[src/rtl/alu_pkg.sv]
// alu_pkg: shared types and constants for the multiply/divide unit.
//   muldiv_op_t     - func3 operation encodings
//   muldiv_state_t  - sequencer states of alu_muldiv
//   M_FUNC7_DEFAULT - func7 value that selects the multiply/divide group
package alu_pkg;

    typedef enum logic [2:0] {
        OP_MUL    = 3'b000,
        OP_MULH   = 3'b001,
        OP_MULHSU = 3'b010,
        OP_MULHU  = 3'b011,
        OP_DIV    = 3'b100,
        OP_DIVU   = 3'b101,
        OP_REM    = 3'b110,
        OP_REMU   = 3'b111
    } muldiv_op_t;

    typedef enum logic [1:0] {
        S_IDLE = 2'd0,
        S_MUL  = 2'd1,
        S_DIV  = 2'd2,
        S_FIN  = 2'd3
    } muldiv_state_t;

    localparam logic [6:0] M_FUNC7_DEFAULT = 7'b0000001;

endpackage

[src/rtl/div_core.sv]
// div_core: restoring divider on unsigned magnitudes, one quotient bit per step.
// Ports:
//   clk, rst      - clock, asynchronous active-high reset
//   i_start       - load dividend/divisor and clear the partial remainder
//   i_step        - perform one iteration
//   i_dividend    - dividend magnitude (sampled on i_start)
//   i_divisor     - divisor magnitude (sampled on i_start)
//   o_quotient    - quotient including the iteration performed this cycle
//   o_remainder   - remainder including the iteration performed this cycle
// The outputs show the post-step value so the caller can capture the final
// result on the same edge that performs the last iteration.
module div_core #(
    parameter int WIDTH = 32
) (
    input  logic             clk,
    input  logic             rst,
    input  logic             i_start,
    input  logic             i_step,
    input  logic [WIDTH-1:0] i_dividend,
    input  logic [WIDTH-1:0] i_divisor,
    output logic [WIDTH-1:0] o_quotient,
    output logic [WIDTH-1:0] o_remainder
);

    logic [WIDTH-1:0] r_quo;
    logic [WIDTH-1:0] r_rem;
    logic [WIDTH-1:0] r_dvs;
    logic [WIDTH:0]   w_shift;
    logic [WIDTH:0]   w_diff;

    // Trial subtraction: shift the next dividend bit into the remainder and restore on borrow.
    always_comb begin
        w_shift = {r_rem, r_quo[WIDTH-1]};
        w_diff  = w_shift - {1'b0, r_dvs};
        if (!w_diff[WIDTH]) begin
            o_remainder = w_diff[WIDTH-1:0];
            o_quotient  = {r_quo[WIDTH-2:0], 1'b1};
        end else begin
            o_remainder = w_shift[WIDTH-1:0];
            o_quotient  = {r_quo[WIDTH-2:0], 1'b0};
        end
    end

    // Iteration registers: the quotient register doubles as the dividend shifter.
    always_ff @(posedge clk or posedge rst) begin
        if (rst) begin
            r_quo <= {WIDTH{1'b0}};
            r_rem <= {WIDTH{1'b0}};
            r_dvs <= {WIDTH{1'b0}};
        end else if (i_start) begin
            r_quo <= i_dividend;
            r_rem <= {WIDTH{1'b0}};
            r_dvs <= i_divisor;
        end else if (i_step) begin
            r_quo <= o_quotient;
            r_rem <= o_remainder;
        end
    end

endmodule

[src/rtl/alu_muldiv.sv]
// alu_muldiv: iterative RISC-V style multiply/divide unit.
// Ports:
//   clk, rst        - clock, asynchronous active-high reset
//   valid_i         - request; accepted when ready_o && !flush_i
//   func3, func7    - operation select; func7 must equal M_FUNC7
//   a_i, b_i        - rs1 / rs2 operands
//   flush_i         - abort any in-flight operation (no done_o)
//   ready_o         - idle and able to accept
//   done_o          - one-cycle pulse, result_o/illegal_o valid
//   result_o        - result, held until the next completion
//   illegal_o       - accompanies done_o for an illegal request
// Configuration: define ALU_MULDIV_DIV_EN to build the divider; otherwise
// DIV/DIVU/REM/REMU complete as illegal requests.
module alu_muldiv
    import alu_pkg::*;
#(
    parameter int         WIDTH   = 32,
    parameter logic [6:0] M_FUNC7 = M_FUNC7_DEFAULT
) (
    input  logic             clk,
    input  logic             rst,
    input  logic             valid_i,
    input  logic [2:0]       func3,
    input  logic [6:0]       func7,
    input  logic [WIDTH-1:0] a_i,
    input  logic [WIDTH-1:0] b_i,
    input  logic             flush_i,
    output logic             ready_o,
    output logic             done_o,
    output logic [WIDTH-1:0] result_o,
    output logic             illegal_o
);

    localparam int CNT_W = $clog2(WIDTH);
    localparam logic [WIDTH-1:0] MOST_NEG = {1'b1, {(WIDTH-1){1'b0}}};

    // Two's-complement magnitude when the operand is treated as negative.
    function automatic logic [WIDTH-1:0] mag(input logic [WIDTH-1:0] v, input logic neg);
        return neg ? (~v + WIDTH'(1)) : v;
    endfunction

    muldiv_state_t      r_state, w_state_nxt;
    muldiv_op_t         r_op, w_op;
    logic [CNT_W-1:0]   r_cnt;
    logic               r_neg;
    logic [WIDTH-1:0]   r_mcand;
    logic [2*WIDTH-1:0] r_prod;
    logic [WIDTH-1:0]   r_result;
    logic               r_done, r_illegal;

    logic               w_accept, w_legal, w_last;
    logic               w_sa, w_sb, w_fast;
    logic [WIDTH-1:0]   w_fast_res, w_mag_a, w_mag_b, w_mul_res;
    logic [WIDTH:0]     w_sum;
    logic [2*WIDTH-1:0] w_prod_nxt, w_prod_fin;

    assign w_op     = muldiv_op_t'(func3);
    assign w_accept = valid_i && ready_o && !flush_i;
`ifdef ALU_MULDIV_DIV_EN
    assign w_legal  = (func7 == M_FUNC7);
`else
    assign w_legal  = (func7 == M_FUNC7) && !func3[2];
`endif
    assign w_mag_a  = mag(a_i, w_sa);
    assign w_mag_b  = mag(b_i, w_sb);
    assign w_last   = (r_cnt == CNT_W'(WIDTH - 1));

    // Request decode: operand signedness and the single-cycle completion cases.
    always_comb begin
        w_sa       = 1'b0;
        w_sb       = 1'b0;
        w_fast     = !w_legal;
        w_fast_res = {WIDTH{1'b0}};
        case (w_op)
            OP_MUL, OP_MULH: begin
                w_sa = a_i[WIDTH-1];
                w_sb = b_i[WIDTH-1];
            end
            OP_MULHSU: w_sa = a_i[WIDTH-1];
`ifdef ALU_MULDIV_DIV_EN
            OP_DIV, OP_REM: begin
                w_sa = a_i[WIDTH-1];
                w_sb = b_i[WIDTH-1];
            end
`endif
            default: begin
                w_sa = 1'b0;
                w_sb = 1'b0;
            end
        endcase
`ifdef ALU_MULDIV_DIV_EN
        if (w_legal && func3[2]) begin
            if (b_i == {WIDTH{1'b0}}) begin
                w_fast     = 1'b1;
                w_fast_res = func3[1] ? a_i : {WIDTH{1'b1}};
            end else if (w_sa && w_sb && (a_i == MOST_NEG) && (b_i == {WIDTH{1'b1}})) begin
                // Signed overflow: quotient wraps to most-negative, remainder is zero.
                w_fast     = 1'b1;
                w_fast_res = func3[1] ? {WIDTH{1'b0}} : MOST_NEG;
            end else begin
                w_fast     = 1'b0;
            end
        end else begin
            w_fast_res = {WIDTH{1'b0}};
        end
`endif
    end

    // Shift-add step on magnitudes; sign applied to the full product at completion.
    always_comb begin
        w_sum      = {1'b0, r_prod[2*WIDTH-1:WIDTH]} + (r_prod[0] ? {1'b0, r_mcand} : {(WIDTH+1){1'b0}});
        w_prod_nxt = {w_sum, r_prod[WIDTH-1:1]};
        w_prod_fin = r_neg ? (~w_prod_nxt + (2*WIDTH)'(1)) : w_prod_nxt;
        if (r_op == OP_MUL) begin
            w_mul_res = w_prod_fin[WIDTH-1:0];
        end else begin
            w_mul_res = w_prod_fin[2*WIDTH-1:WIDTH];
        end
    end

`ifdef ALU_MULDIV_DIV_EN
    logic             r_neg_rem;
    logic [WIDTH-1:0] w_quo, w_rem, w_div_res;

    div_core #(.WIDTH(WIDTH)) u_div (
        .clk         (clk),
        .rst         (rst),
        .i_start     (w_accept && func3[2] && !w_fast),
        .i_step      ((r_state == S_DIV) && !flush_i),
        .i_dividend  (w_mag_a),
        .i_divisor   (w_mag_b),
        .o_quotient  (w_quo),
        .o_remainder (w_rem)
    );

    // Quotient sign is sign(a)^sign(b); remainder follows the dividend.
    always_comb begin
        if (r_op[1]) begin
            w_div_res = mag(w_rem, r_neg_rem);
        end else begin
            w_div_res = mag(w_quo, r_neg);
        end
    end
`endif

    // State register.
    always_ff @(posedge clk or posedge rst) begin
        if (rst) begin
            r_state <= S_IDLE;
        end else begin
            r_state <= w_state_nxt;
        end
    end

    // Next-state logic; flush overrides every transition.
    always_comb begin
        w_state_nxt = r_state;
        case (r_state)
            S_IDLE: begin
                if (w_accept) begin
                    if (w_fast)        w_state_nxt = S_FIN;
                    else if (func3[2]) w_state_nxt = S_DIV;
                    else               w_state_nxt = S_MUL;
                end else begin
                    w_state_nxt = S_IDLE;
                end
            end
            S_MUL, S_DIV: w_state_nxt = w_last ? S_FIN : r_state;
            S_FIN:        w_state_nxt = S_IDLE;
            default:      w_state_nxt = S_IDLE;
        endcase
        if (flush_i) begin
            w_state_nxt = S_IDLE;
        end else begin
            w_state_nxt = w_state_nxt;
        end
    end

    // Datapath: operand latch, iteration, and registered result/done/illegal.
    always_ff @(posedge clk or posedge rst) begin
        if (rst) begin
            r_op      <= OP_MUL;
            r_cnt     <= {CNT_W{1'b0}};
            r_neg     <= 1'b0;
            r_mcand   <= {WIDTH{1'b0}};
            r_prod    <= {(2*WIDTH){1'b0}};
            r_result  <= {WIDTH{1'b0}};
            r_done    <= 1'b0;
            r_illegal <= 1'b0;
`ifdef ALU_MULDIV_DIV_EN
            r_neg_rem <= 1'b0;
`endif
        end else begin
            r_done    <= 1'b0;
            r_illegal <= 1'b0;
            if (w_accept) begin
                r_op    <= w_op;
                r_cnt   <= {CNT_W{1'b0}};
                r_neg   <= w_sa ^ w_sb;
                r_mcand <= w_mag_a;
                r_prod  <= {{WIDTH{1'b0}}, w_mag_b};
`ifdef ALU_MULDIV_DIV_EN
                r_neg_rem <= w_sa;
`endif
                if (w_fast) begin
                    r_result  <= w_fast_res;
                    r_illegal <= !w_legal;
                    r_done    <= 1'b1;
                end
            end else if (!flush_i && (r_state == S_MUL)) begin
                r_prod <= w_prod_nxt;
                r_cnt  <= r_cnt + CNT_W'(1);
                if (w_last) begin
                    r_result <= w_mul_res;
                    r_done   <= 1'b1;
                end
`ifdef ALU_MULDIV_DIV_EN
            end else if (!flush_i && (r_state == S_DIV)) begin
                r_cnt <= r_cnt + CNT_W'(1);
                if (w_last) begin
                    r_result <= w_div_res;
                    r_done   <= 1'b1;
                end
`endif
            end
        end
    end

    assign ready_o   = (r_state == S_IDLE);
    assign done_o    = r_done;
    assign result_o  = r_result;
    assign illegal_o = r_illegal;

endmodule

[config.mk]
export PLATFORM = sky130hd
export DESIGN_NAME = alu_muldiv
export DESIGN_NICKNAME = d
export VERILOG_FILES = /design/src/rtl/alu_pkg.sv /design/src/rtl/div_core.sv /design/src/rtl/alu_muldiv.sv
export SDC_FILE = /design/constraint.sdc
export NUM_CORES = 1
export LEC_CHECK = 0
export ABC_AREA = 1
export CAP_MARGIN = 10
export CELL_PAD_IN_SITES_DETAIL_PLACEMENT = 0
export CELL_PAD_IN_SITES_GLOBAL_PLACEMENT = 1
export CORE_ASPECT_RATIO = 0.9
export CORE_MARGIN = 2
export CORE_UTILIZATION = 45
export DETAILED_ROUTE_END_ITERATION = 6
export PLACE_DENSITY_LB_ADDON = 0.3
export SETUP_SLACK_MARGIN = 0.15
export SYNTH_ARGS = -nofsm -noshare
export SYNTH_HDL_FRONTEND = slang
export SYNTH_HIERARCHICAL = 1
export SYNTH_SLANG_ARGS = --single-unit
[constraint.sdc]
create_clock -name clk -period 11.7 [get_ports clk]
set_input_delay 1.755 -clock clk [delete_from_list [all_inputs] [get_ports clk]]
set_output_delay 1.755 -clock clk [all_outputs]
set_load 0.005 [all_outputs]
==> impl_metrics.csv <==
group,metric,value,unit
route,ant_nets,0,
cells_and_area,drive_gt1_share,6.75,%
floorplanning,coreArea,26200,sq um
global_routing,grt_pass1_vias,11700,
synth,synth_warnings,6,
clock_tree,cts_buffers,17,
global_routing,grtUsageTotal,28.4,%
floorplanning,chipHeight,159,um
timing,setup_violations,0,
timing,worst_pin_slew,1.05,ns
cells_and_area,nets,2150,
synth,ys_seq_area_share,29.3,%
clock_tree,cts_root_buffer,"clkbuf_16",
global_routing,grtUsageMet3,4.37,%
setup_path,crit_chain,"clkdlybuf4s50_1 -> inv_1 -> nand3_2 -> buf_4 -> clkinv_1 -> nor2_1 -> nand2_1 -> inv_1 -> nor2_2 -> buf_4 -> a32o_1",
run,cap_violations,0,
global_routing,antenna_found_initial,0,
setup_path,crit_fanout,78,
clock_tree,htreeDepth,4,
setup_path,critPathRequiredTime,12.02,ns
clock_tree,cts_tree,"built",
synth,ys_seq_elements,141,
timing,hold_viol,0,
worst_hold_path,hp-class,"flop to flop",
synth,synth_cells,1948,
global_routing,grt_util_met2,40.6,%
floorplanning,rows,56,
global_routing,grt_overflow,0,
setup_path,crit_slowest_cell,"nor2_1",
synth,synth-edff-count,0,
clock_tree,clockBufferDepth,2,
route,wl_per_cell,16.4,um
route,dr.pass1.iters,5,
setup_path,crit_type,"primary input to flop",
route,drt-initial-drc-count,1108,
setup_path,critPathBufInv,6,
global_routing,grtUsageMet1,43.4,%
route,dr_total_vias,12600,
run_status,status,"completed",
cells_and_area,final_common_cell,"nand2_1",
synth,async_flop_share,100,%
clock_tree,worstSkewPairLatency,0.44,ns
timing,skew,0.0119,ns
cells_and_area,final_cell_mix,"645 x nand2_1, 286 x inv_1, 157 x nor2_1",
setup_path,start_kind,"primary input",
synth,synth_fp_nets,2066,
place,dpl_cell_area,13500,sq um
timing,min_period,6.65,ns
timing,period_share,56.8,%
synth,avgSynthCellArea,6.19,sq um
timing,holdWs,0.475,ns
clock_tree,clkTransAtPathRegs,0.07,ns
setup_path,crit_arrival,6.97,ns
floorplanning,die-area,28100,sq um
synth,synth.distinct_cells,45,
pwr,peakVddDrop,133,uV
setup_path,cp-end-kind,"flop",
cells_and_area,area_delta_synth_final,16.6,%
route,drcViolationCount,0,
global_routing,top_usage_layer,"met1",
route,viasPerCell,5.26,
global_routing,grt_pass1_wl,62.9,mm
cells_and_area,final_util,53.6,%
clock_tree,cts_resized,0,
timing,slew_violations,0,
global_routing,grt_max_degree,79,
pwr,p_per_area,219,nW/um^2
floorplanning,die_w,177,um
cells_and_area,diodes,0,
clock_tree,cts_sinks,141,
timing,finalSetupTns,0,ns
setup_path,cpPeakStageDelay,1.11,ns
floorplanning,pin_count,113,
timing,rsz0062_at_grt,"no",
pwr,p_leak,7.27,nW
timing,relSlewSlack,29.7,%
synth,synth_area,12100,sq um
place,placement.io_buffers,112,
clock_tree,post_cts_buffers,0,
place,hpwl,30.7,mm
cells_and_area,final_area,14100,sq um
floorplanning,start_util,46.0,%
setup_path,crit_family,"buffers and inverters",
route,wirelength,39.2,mm
clock_tree,hold_buffers,0,
timing,max_freq,150,MHz
synth,ys.flop_type,"dfrtp_1",
place,gp_congestion,0.929,
[sequential cells by signal, summed over array words and instances, names as in the netlist]
name / count
r_prod: 64
r_mcand: 32
result_o: 32
r_cnt: 5
r_op: 3
r_state: 2
done_o: 1
illegal_o: 1
r_neg: 1
[synth_stat cells, types with 2 or more instances]
cell type,count,area share [%]
nor2_1,159,5.0
nor2_4,9,0.84
clkbuf_1,42,1.3
o21ai_0,135,5.6
a32o_1,6,0.50
o221ai_1,30,2.2
o211ai_1,5,0.31
a31oi_1,6,0.31
nor3_1,33,1.4
nand3_2,9,0.75
buf_2,4,0.17
nor3_2,4,0.33
o21bai_1,4,0.25
nor4_1,6,0.31
nand3b_1,5,0.31
ha_1,39,4.0
a21oi_1,69,2.9
buf_1,8,0.25
clkinv_1,7,0.22
xnor2_1,8,0.58
nand3_1,144,6.0
a22o_1,2,0.15
nand2_4,4,0.37
o31ai_1,7,0.44
o41ai_1,2,0.15
nand2_1,645,20
nand2_2,26,1.3
dfrtp_1,141,29
o21ai_1,8,0.33
inv_2,18,0.56
xor2_1,31,2.3
nor2_2,18,0.93
and2_1,2,0.10
inv_1,287,8.9
nand4_1,15,0.78
[metrics by stage]
| stage | instances | setup slack [ns] | total power [W] |
|---|---|---|---|
| 6_report | 2393 | 5.05 | 0.00308 |
| 5_1_grt | 2393 | 4.67 | 0.00333 |
| 4_1_cts | 2393 | 5.09 | 0.00306 |
| 3_5_place_dp | 2361 | 4.67 | 0.00251 |
| 3_3_place_gp | 2361 | 4.73 | 0.00250 |
| 2_1_floorplan | 1948 | 6.16 | 0.00197 |
[kinds of logic (layout without fill, tap and decap cells)]
logic type | after synthesis | count (layout) | share of synthesized area [%]
buf+inv | 366 | 463 | 11.4
xor+xnor | 40 | 40 | 2.97
fa+ha+maj | 40 | 40 | 4.21
simple gates | 1084 | 1084 | 38.8
flops | 141 | 141 | 29.3
compound gates | 277 | 277 | 13.3
[routing by layer]
layer  wire, um  part of all wire [%]
met5          0                     0
met4        918                   2.3
met3       2650                   6.8
met2      15800                    40
met1      19700                    50
[final cells by class]
type | count | area, sq um
Clock buffer | 17 | 425
Timing Repair Buffer | 119 | 1170
Sequential cell | 141 | 3530
Fill cell | 2708 | 12100
Inverter | 312 | 1180
Clock inverter | 15 | 155
Tap cell | 348 | 435
Multi-Input combinational cell | 1441 | 7160
[where the power goes]
group	switching (W)	internal, W	total, W	leakage (nW)
registers	0.000166	0.000639	0.000805	1.85
logic	0.00119	0.000539	0.00173	5.13
clock network	0.000246	0.000300	0.000546	0.288
[worst paths after layout]
| check | slack [ns] | to | from | cells after the start |
|---|---|---|---|---|
| setup / recovery | 5.05 | result_o[3] | flush_i | 11 |
| hold / removal | 0.47 | r_cnt[3] | r_cnt[3] | 1 |
| setup reg to reg | 6.27 | result_o[3] | r_state[0] | 11 |
| hold reg to reg | 0.47 | r_cnt[3] | r_cnt[3] | 1 |
| max in group asynchronous | 8.49 | r_prod[61] | rst | 3 |
| min in group asynchronous | 1.78 | r_mcand[29] | rst | 2 |
Power figures use the tool's default switching activity.
==> edit, RTL diff (same flow settings) <==
Change the parameter `WIDTH` from 32 to 16.
--- a/src/rtl/alu_muldiv.sv
+++ b/src/rtl/alu_muldiv.sv
@@ -14,7 +14,7 @@
 module alu_muldiv
     import alu_pkg::*;
 #(
-    parameter int         WIDTH   = 32,
+    parameter int         WIDTH   = 16,
     parameter logic [6:0] M_FUNC7 = M_FUNC7_DEFAULT
 ) (
     input  logic             clk,
Ports: changed (resized a_i, b_i and result_o); port bits go from 113 to 65. No check against the original RTL was run, so the function may have changed too.
==> edit against the unedited design <==
Fmax grew 35%. Worst setup slack improved by 1700 ps. Routed wire length fell by 58%. Synthesized area is 51% lower. Count of clock-buffer cells in the layout fell by 7. Via count is 54% lower. Largest cell class unchanged. Sequential cell count fell by 65. Final cell count is 54% lower. Cell area down 50%. Clock skew down 2.4 ps. Total power decreased by 53%.
==> edit: results (changes against the unedited design) <==
* Clock Latency Late Sink at 350 ps (was 440 ps)
* Detailed route wirelength on metal3 at 787 um (was 2.65 mm)
* Sw Share at 0.461 (was 0.520)
* Final clock skew at 9.42 ps (was 11.9 ps)
* Initial antenna violation count at 1 (was 0)
* Number of buffers added on ports at 64 (was 112)
* Wl on met1 at 8.09 mm (was 19.7 mm)
* Portion of the post-synthesis area used by sequential elements at 0.323 (was 0.293)
* Post-place instance area at 6640 um2 (was 13,500 um2)
* Leakage power of the design at 3.55 nW (was 7.27 nW)
* Sequential cell area in the final layout at 1900 um2 (was 3530 um2)
* First-pass GRT wire length at 27.0 mm (was 62.9 mm)
* Number of fill cells in the layout at 1,258 (was 2,708)
* Fraction of layout cells with a size suffix above 1 at 0.0908 (was 0.0675)
* Top cells by instance count after synthesis: 229 x sky130_fd_sc_hd__nand2_1, 125 x sky130_fd_sc_hd__inv_1, 88 x sky130_fd_sc_hd__nand3_1 (was 645 x sky130_fd_sc_hd__nand2_1, 287 x sky130_fd_sc_hd__inv_1, 159 x sky130_fd_sc_hd__nor2_1)
* Global Route Usage Sum at 0.240 (was 0.284)
* Relative max-transition margin at 0.349 (was 0.297)
* Num CTS Buffers at 9 (was 17)
* Maximum single-stage delay on the critical path at 800 ps (was 1110 ps)
* Cell type group with the largest total delay on the critical path: simple AND/OR/NAND/NOR gates (was buffers and inverters)
* Sum of routed wire length over all layers at 16.3 mm (was 39.2 mm)
* NumNets Final at 989 (was 2,150)
* Met2 layer wire length in the routed design at 7.19 mm (was 15.8 mm)
* Reported clock group power at 0.301 mW (was 0.546 mW)
* Post-place setup slack at 6500 ps (was 4670 ps)
* Reported combinational group power at 0.745 mW (was 1.73 mW)
* Net count of the mapped netlist at 935 (was 2,066)
* Status: complete, no violations (unchanged)
* Register with the most flip-flops: r_prod (unchanged)
* Leading post-synthesis cells by cell area: sky130_fd_sc_hd__dfrtp_1 32%, sky130_fd_sc_hd__nand2_1 15%, sky130_fd_sc_hd__inv_1 8.0%, sky130_fd_sc_hd__nand3_1 7.5%, sky130_fd_sc_hd__o21ai_0 5.6% (was sky130_fd_sc_hd__dfrtp_1 29%, sky130_fd_sc_hd__nand2_1 20%, sky130_fd_sc_hd__inv_1 8.9%, sky130_fd_sc_hd__nand3_1 6.0%, sky130_fd_sc_hd__o21ai_0 5.6%)
* Distinct cells, synth at 47 (was 45)
* Max H-tree Level at 3 (was 4)
* Maximum number of pins on one net before global-route repair at 77 (was 79)
* Count of vias placed by the detailed router at 5,795 (was 12,600)
* IR drop worst, VDD at 0.000130 V (was 0.000133 V)
* Routability-driven placement congestion ratio at 0.876 (was 0.929)
* Flip-flop count of the largest register after layout at 32 (was 64)
* Largest fanout of any net on the critical path at 44 (was 78)
==> edit: changes by cell type after synthesis, sizes merged, moves of 19 or more <==
cell    before  now
nand2      675  252
inv        305  135
nor2       186   66
o21ai      144   71
dfrtp      141   76
nand3      154   98
a21oi       70   35
nor3        37   13
clkbuf      42   20
xor2        31   12
==> edit: path summary, 6_finish.rpt <==
| path | start | to | slack, ps | cells past startpoint |
|---|---|---|---|---|
| min in group asynchronous | rst | r_prod[29] | 2010 | 3 |
| worst max register to register | r_state[0] | result_o[4] | 8020 | 9 |
| max in group asynchronous | rst | result_o[4] | 9050 | 3 |
| worst max-delay path | flush_i | result_o[4] | 6770 | 9 |
| worst min register to register | result_o[6] | result_o[6] | 490 | 2 |
| worst min-delay path | result_o[6] | result_o[6] | 490 | 2 |
==> edit: per-layer routing <==
layer,vias to the layer above,track usage
met5,-,0
met1,2698,0.350
li1,2934,-
met3,13,0.0362
met2,150,0.370
met4,0,0.0682
==> edit: logic make-up (layout without fill, tap and decap cells) <==
| logic type | Yosys count | in the layout | share of synthesized area |
|---|---|---|---|
| AO/OA/AOI/OAI | 143 | 143 | 0.144 |
| XOR/XNOR | 16 | 16 | 0.0238 |
| flip-flops | 76 | 76 | 0.323 |
| AND/OR/NAND/NOR | 446 | 446 | 0.350 |
| adder cells (fa/ha/maj) | 23 | 23 | 0.0502 |
| buffers and inverters | 162 | 221 | 0.108 |
==> edit: layout make-up <==
type	count	area share
timing repair buffer	68	0.0963
sequential	76	0.273
inverter	137	0.0739
clock buffer	10	0.0343
tap	164	0.0295
multi-input combinational	628	0.480
clock inverter	6	0.0126
==> edit: stage by stage <==
step,std cells,power (mW)
after floorplan,866,0.933
final,1089,1.45
after global routing,1089,1.57
after CTS,1089,1.45
after detailed placement,1073,1.14
after global placement,1073,1.13
